===== config.mk =====
export PLATFORM = sky130hd
export DESIGN_NAME = note_sequencer
export DESIGN_NICKNAME = d
export VERILOG_FILES = /design/src/rtl/note_sequencer.sv
export SDC_FILE = /design/constraint.sdc
export NUM_CORES = 1
export LEC_CHECK = 0
export ABC_AREA = 0
export BUFFER_PORTS_ARGS = -buffer_cell sky130_fd_sc_hd__buf_2
export CORE_ASPECT_RATIO = 1.25
export CORE_UTILIZATION = 35
export DETAILED_ROUTE_END_ITERATION = 7
export GPL_TIMING_DRIVEN = 1
export SLEW_MARGIN = 30
export SYNTH_ARGS = -nofsm -noshare
export SYNTH_HDL_FRONTEND = slang
export SYNTH_SLANG_ARGS = --single-unit

===== constraint.sdc =====
create_clock -name clk -period 4.25 [get_ports clk]
set_input_delay 1.0625 -clock clk [delete_from_list [all_inputs] [get_ports clk]]
set_output_delay 1.0625 -clock clk [all_outputs]
set_load 0.01 [all_outputs]

===== src/rtl/note_sequencer.sv =====
// Note sequencer: queues 6-bit note codes and plays each as a silent gap
// followed by a sounding window, driving the square-wave tone generator.
//
// Ports:
//   clk, rst            system clock, synchronous active-high reset
//   pause               (only with `define PAUSE_EN) freeze the note in place
//   in_code/in_valid    note code input, accepted when in_ready is high
//   in_ready            FIFO has room (~full & ~rst)
//   half_period         tone half-period count, 0 = silent (registered)
//   tone_on             tone generator enable (registered)
//   busy                note in progress or codes queued
//   note_done           one-cycle pulse on the last cycle of each note
//
// Optional feature macro: PAUSE_EN (adds the pause input).
module note_sequencer #(
    parameter int DEPTH         = 8,
    parameter int TICK_16_GAP   = 2500000,
    parameter int TICK_16_TOTAL = 12500000
) (
    input  logic        clk,
    input  logic        rst,
`ifdef PAUSE_EN
    input  logic        pause,
`endif
    input  logic [5:0]  in_code,
    input  logic        in_valid,
    output logic        in_ready,
    output logic [31:0] half_period,
    output logic        tone_on,
    output logic        busy,
    output logic        note_done
);

    localparam int AW = $clog2(DEPTH);

    localparam logic [31:0] G1 = TICK_16_GAP;
    localparam logic [31:0] G2 = G1 << 1;
    localparam logic [31:0] G4 = G1 << 2;
    localparam logic [31:0] T1 = TICK_16_TOTAL;
    localparam logic [31:0] T2 = T1 << 1;
    localparam logic [31:0] T4 = T1 << 2;

    typedef enum logic [1:0] {
        IDLE,
        GAP,
        PLAY
    } state_t;

    // ---------------- FIFO ----------------
    logic [5:0]  mem [DEPTH];
    logic [AW:0] wp, rp;
    logic        empty, full, push, pop;
    logic [5:0]  head;

    assign empty    = (wp == rp);
    assign full     = (wp[AW] != rp[AW]) &&
                      (wp[AW-1:0] == rp[AW-1:0]);
    assign in_ready = ~full & ~rst;
    assign push     = in_valid & in_ready;
    assign head     = mem[rp[AW-1:0]];

    always_ff @(posedge clk) begin
        if (push) mem[wp[AW-1:0]] <= in_code;
    end

    // ---------------- run gate ----------------
    logic run;
`ifdef PAUSE_EN
    assign run = ~pause;
`else
    assign run = 1'b1;
`endif

    // ---------------- decode of FIFO head ----------------
    // oct: 0 low, 1 mid, 2 high, 3 rest; dur: 0 sixteenth, 1 eighth, 2 quarter
    logic [1:0] oct;
    logic [2:0] idx;
    logic [1:0] dur;

    always_comb begin
        oct = 2'd3;
        idx = 3'd0;
        dur = 2'd1;
        unique case (1'b1)
            (head == 6'd0): begin
                oct = 2'd3; dur = 2'd1;
            end
            (head >= 6'd1 && head <= 6'd7): begin
                oct = 2'd1; dur = 2'd1; idx = 3'(head - 6'd1);
            end
            (head >= 6'd8 && head <= 6'd14): begin
                oct = 2'd1; dur = 2'd2; idx = 3'(head - 6'd8);
            end
            (head >= 6'd15 && head <= 6'd21): begin
                oct = 2'd1; dur = 2'd0; idx = 3'(head - 6'd15);
            end
            (head >= 6'd22 && head <= 6'd28): begin
                oct = 2'd0; dur = 2'd1; idx = 3'(head - 6'd22);
            end
            (head >= 6'd29 && head <= 6'd35): begin
                oct = 2'd0; dur = 2'd2; idx = 3'(head - 6'd29);
            end
            (head >= 6'd36 && head <= 6'd42): begin
                oct = 2'd0; dur = 2'd0; idx = 3'(head - 6'd36);
            end
            (head >= 6'd43 && head <= 6'd49): begin
                oct = 2'd2; dur = 2'd1; idx = 3'(head - 6'd43);
            end
            (head >= 6'd50 && head <= 6'd56): begin
                oct = 2'd2; dur = 2'd2; idx = 3'(head - 6'd50);
            end
            (head >= 6'd57): begin
                oct = 2'd2; dur = 2'd0; idx = 3'(head - 6'd57);
            end
        endcase
    end

    function automatic logic [31:0] hp_of(input logic [1:0] o,
                                          input logic [2:0] i);
        logic [31:0] v;
        v = 32'd0;
        case ({o, i})
            {2'd0, 3'd0}: v = 32'd190840;
            {2'd0, 3'd1}: v = 32'd170068;
            {2'd0, 3'd2}: v = 32'd151515;
            {2'd0, 3'd3}: v = 32'd143266;
            {2'd0, 3'd4}: v = 32'd127551;
            {2'd0, 3'd5}: v = 32'd113636;
            {2'd0, 3'd6}: v = 32'd101215;
            {2'd1, 3'd0}: v = 32'd95602;
            {2'd1, 3'd1}: v = 32'd85179;
            {2'd1, 3'd2}: v = 32'd75873;
            {2'd1, 3'd3}: v = 32'd71633;
            {2'd1, 3'd4}: v = 32'd63776;
            {2'd1, 3'd5}: v = 32'd56818;
            {2'd1, 3'd6}: v = 32'd50607;
            {2'd2, 3'd0}: v = 32'd47801;
            {2'd2, 3'd1}: v = 32'd42553;
            {2'd2, 3'd2}: v = 32'd37936;
            {2'd2, 3'd3}: v = 32'd35791;
            {2'd2, 3'd4}: v = 32'd31888;
            {2'd2, 3'd5}: v = 32'd28409;
            {2'd2, 3'd6}: v = 32'd25304;
            default:      v = 32'd0;
        endcase
        return v;
    endfunction

    logic [31:0] hp_dec, gap_dec, tot_dec;

    always_comb begin
        hp_dec  = hp_of(oct, idx);
        gap_dec = (dur == 2'd0) ? G1 : (dur == 2'd1) ? G2 : G4;
        tot_dec = (dur == 2'd0) ? T1 : (dur == 2'd1) ? T2 : T4;
    end

    // ---------------- FSM ----------------
    state_t      state, state_n;
    logic [31:0] cnt, cnt_n;
    logic [31:0] hp_lat, gap_lat, tot_lat;
    logic [5:0]  code_lat;
    logic        load, note_end;
    logic [31:0] hp_d;
    logic        tone_d;

    always_ff @(posedge clk) begin
        if (rst) begin
            state       <= IDLE;
            cnt         <= 32'd0;
            hp_lat      <= 32'd0;
            gap_lat     <= 32'd0;
            tot_lat     <= 32'd0;
            code_lat    <= 6'd0;
            half_period <= 32'd0;
            tone_on     <= 1'b0;
            wp          <= '0;
            rp          <= '0;
        end else begin
            state       <= state_n;
            cnt         <= cnt_n;
            half_period <= hp_d;
            tone_on     <= tone_d;
            if (load) begin
                hp_lat   <= hp_dec;
                gap_lat  <= gap_dec;
                tot_lat  <= tot_dec;
                code_lat <= head;
            end
            if (push) wp <= wp + {{AW{1'b0}}, 1'b1};
            if (pop)  rp <= rp + {{AW{1'b0}}, 1'b1};
        end
    end

    always_comb begin
        state_n  = state;
        cnt_n    = cnt;
        pop      = 1'b0;
        load     = 1'b0;
        note_end = 1'b0;
        if (run) begin
            unique case (state)
                IDLE: begin
                    if (!empty) begin
                        pop     = 1'b1;
                        load    = 1'b1;
                        cnt_n   = 32'd0;
                        state_n = GAP;
                    end
                end
                GAP: begin
                    cnt_n = cnt + 32'd1;
                    if (cnt == gap_lat - 32'd1) state_n = PLAY;
                end
                PLAY: begin
                    cnt_n = cnt + 32'd1;
                    if (cnt == tot_lat - 32'd1) begin
                        note_end = 1'b1;
                        cnt_n    = 32'd0;
                        if (!empty) begin
                            pop     = 1'b1;
                            load    = 1'b1;
                            state_n = GAP;
                        end else begin
                            state_n = IDLE;
                        end
                    end
                end
                default: begin
                    state_n = IDLE;
                    cnt_n   = 32'd0;
                end
            endcase
        end
    end

    // Sounding outputs follow the state one cycle later (registered above);
    // pause silences the tone but leaves the half-period in place.
    always_comb begin
        hp_d      = (state == PLAY) ? hp_lat : 32'd0;
        tone_d    = (state == PLAY) && (code_lat != 6'd0) && run;
        busy      = (state != IDLE) || !empty;
        note_done = note_end & ~rst;
    end

endmodule


==> run summary <==
Root Driver -> clkbuf_16
Slew Viols, Final -> 0
CP Launch Type -> register
Buffers on Ports -> 30
Syn Inst Count -> 906
Post-CTS Hold Buffers -> 0
Total Nets Final -> 960
Max Cap Viol -> 0
Core outline area -> 23120 µm²
CP Data Required Time -> 3190 ps
Pwr dens -> 907.4 nW/µm²
Most common cell after layout, fill and taps aside -> nor2_1
WHS -> 454.4 ps
Leakage -> 3.377 nW
Most frequent cells in the layout -> nor2_1 (115), dfxtp_1 (93), nand2_1 (58)
Hold Path Depth -> 1
Critical path capture point type -> output port
Fin. Hold Viols -> 0
Clock latency at the later pin of the worst-skew pair -> 440 ps
Post-DRT Antenna Nets -> 0
Initial antenna violation count -> 0
Worst r2r path cells -> 13
Largest net degree at the start of global routing -> 47
Row cnt -> 62
Final HPWL DP -> 14350 µm
Syn_area_per_cell -> 9.126 µm²
End of the critical path -> note_done
Max Fclk -> 0.2428 GHz
DR vias -> 6776
CP Class -> register to output port
Die area -> 24250 µm²
Post-route cell area -> 9555 µm²
Worst R2R Setup Slack -> 210 ps
Ports -> 45
Diodes inserted -> 0
GRT overflow -> 0
Ys Warns -> 0
GRT Util Overall -> 17.43%
Yosys cell types -> 79
Reg2reg end -> hp_lat[13]
Starting Density -> 35.77%
CTS tree -> done
First-pass GRT wire length -> 33660 µm
CTS Buffer Depth -> 2
Worst VDD drop -> 0.0004992 V
Drt wl/cell -> 16.42 µm
Chip width -> 139.5 µm
Critical Path AT -> 3060 ps
Setup TNS -> 0 ps
Max-slew headroom -> 45.50%
CP Launch Point -> tot_lat[24]
Placed cell area -> 8805 µm²
DR DRC count -> 0
Synthesized flop and latch total -> 143
Filler instances -> 2272
Skew final -> 10.92 ps
Clock transition at path regs -> 70 ps
Worst-path maximum fanout -> 3
Clock sinks -> 143
Post-Route WL -> 20290 µm
Die Span Y -> 173.8 µm
Register Area -> 3346 µm²
Synthesized area -> 8268 µm²
Async set or reset register ratio after synthesis -> 0%
Hold Path Class -> register to register
First DRT Iteration DRCs -> 506
Crit share post-route -> 96.90%
Vias per std cell -> 5.482
Post-synth EDFFs -> 48
Setup-failing EPs final -> 0
Worst-Margin Slew -> 797.0 ps
Vias in the first global route -> 6418
TritonCTS buffer count -> 17
Final min period -> 4118 ps
Area of the multi-input gates -> 4548 µm²
P&R area growth vs syn -> 15.57%
Status -> complete, no violations
Top FF cell, synth -> dfxtp_1
Share of layout cells above drive strength 1 -> 18.99%
Routability cong. -> 0.9223
H-Tree Depth -> 4
Detailed Routing Iterations Pass 1 -> 5
Seq/Total Area, Yosys -> 40.44%
stage by stage:
step | utilization, % | std cells | power [W] | setup WS, ps
3_5_place_dp | 38.09 | 1202 | 0.006843 | 70.76
3_3_place_gp | 38.08 | 1202 | 0.006845 | 154.2
5_1_grt | 41.33 | 1236 | 0.009299 | -23.35
4_1_cts | 40.76 | 1234 | 0.008404 | 34.70
2_1_floorplan | - | 919 | 0.005536 | 72.25
6_report | 41.33 | 1236 | 0.008670 | 131.9
area by class of cell:
cell class                 count  share of cell area, %
multi-input combinational    662                  47.60
tap                          288                  3.771
timing repair buffer          83                  6.259
clock inverter                15                  1.794
inverter                      28                  1.113
sequential                   143                  35.01
clock buffer                  17                  4.452
power by group:
| part | internal (W) | switching (W) | total, W |
|---|---|---|---|
| Clock | 0.000800 | 0.000714 | 0.00151 |
| Sequential | 0.00157 | 0.000138 | 0.00170 |
| Combinational | 0.00218 | 0.00327 | 0.00545 |
| Total | 0.00454 | 0.00413 | 0.00867 |
Yosys cell counts, drive strengths merged, types with 4 or more instances:
cell type	n	area [µm²]
nor2	122	485.5
a221oi	7	67.56
and2	21	131.4
inv	27	101.4
mux2	8	93.84
nand3	33	170.2
o21ai	27	135.1
xnor2	42	367.9
mux2i	12	145.1
a31oi	14	87.58
nand2b	7	43.79
o2111ai	4	35.03
and4	4	35.03
ha	15	187.7
o32ai	4	42.55
nor3b	5	37.54
xor2	25	219.0
a2111oi	4	35.03
nor4	14	136.4
mux4	12	277.8
nand2	59	229.0
clkbuf	35	132.6
or4	4	30.03
nand4	18	112.6
buf	51	324.1
a311oi	9	85.08
a211oi	20	150.1
a22oi	7	52.55
and3	7	43.79
nor3	38	195.2
a41oi	5	51.30
o211ai	13	97.59
edfxtp	48	1441
a32oi	4	35.03
dfxtp	95	1902
a21oi	47	235.2
repair_timing:
| item | in CTS | in global routing |
|---|---|---|
| pin swaps | 1 | 6 |
| endpoints found under the setup margin | 1 | 18 |
| cloned | 0 | 0 |
| setup buffers | 0 | 2 |
| resized for setup | 3 | 24 |
flip-flops by register name (all words and copies together), names as in the netlist, named ones only:
name         flops
cnt             32
half_period     18
tot_lat          7
tone_on          1
wp               4
mem             48
state            2
hp_lat          18
rp               4
code_lat         6
critical path, cell delays in order (launching register included):
cell,delay [ps]
dfxtp_2,330
inv_2,70
ha_2,200
ha_4,150
or3b_4,370
or3_4,340
a21oi_2,170
o2111ai_2,150
nor4_4,360
nand3_1,130
nor2_2,190
buf_2,160
worst min-delay path by stage:
stage | startpoint | end
after floorplan | hp_lat[0] | half_period[0]
after global placement | hp_lat[17] | hp_lat[17]
after detailed placement | hp_lat[6] | half_period[6]
after CTS | hp_lat[6] | half_period[6]
after global routing | hp_lat[8] | half_period[8]
final | hp_lat[6] | half_period[6]
metal layers:
layer  wire, µm  up-vias  part of all wire [%]  track usage, %
li1           -     3332                     -               -
met1       8998     3190                    44           22.00
met2       9671      206                    48           28.56
met3        987       48                   4.9           3.315
met4        636        0                   3.1           8.287
met5          0        -                     0               0
kinds of logic after synthesis:
logic type / after synthesis / share of synthesized area, %
AND/OR/NAND/NOR: 343 / 20.93
AO/OA/AOI/OAI: 190 / 15.92
flip-flops: 143 / 40.44
buffers and inverters: 114 / 6.810
XOR/XNOR: 67 / 7.097
multiplexers: 32 / 6.250
adder cells (fa/ha/maj): 16 / 2.512
other: 1 / 0.04536
Note: power is estimated with default switching activity, not from simulation.
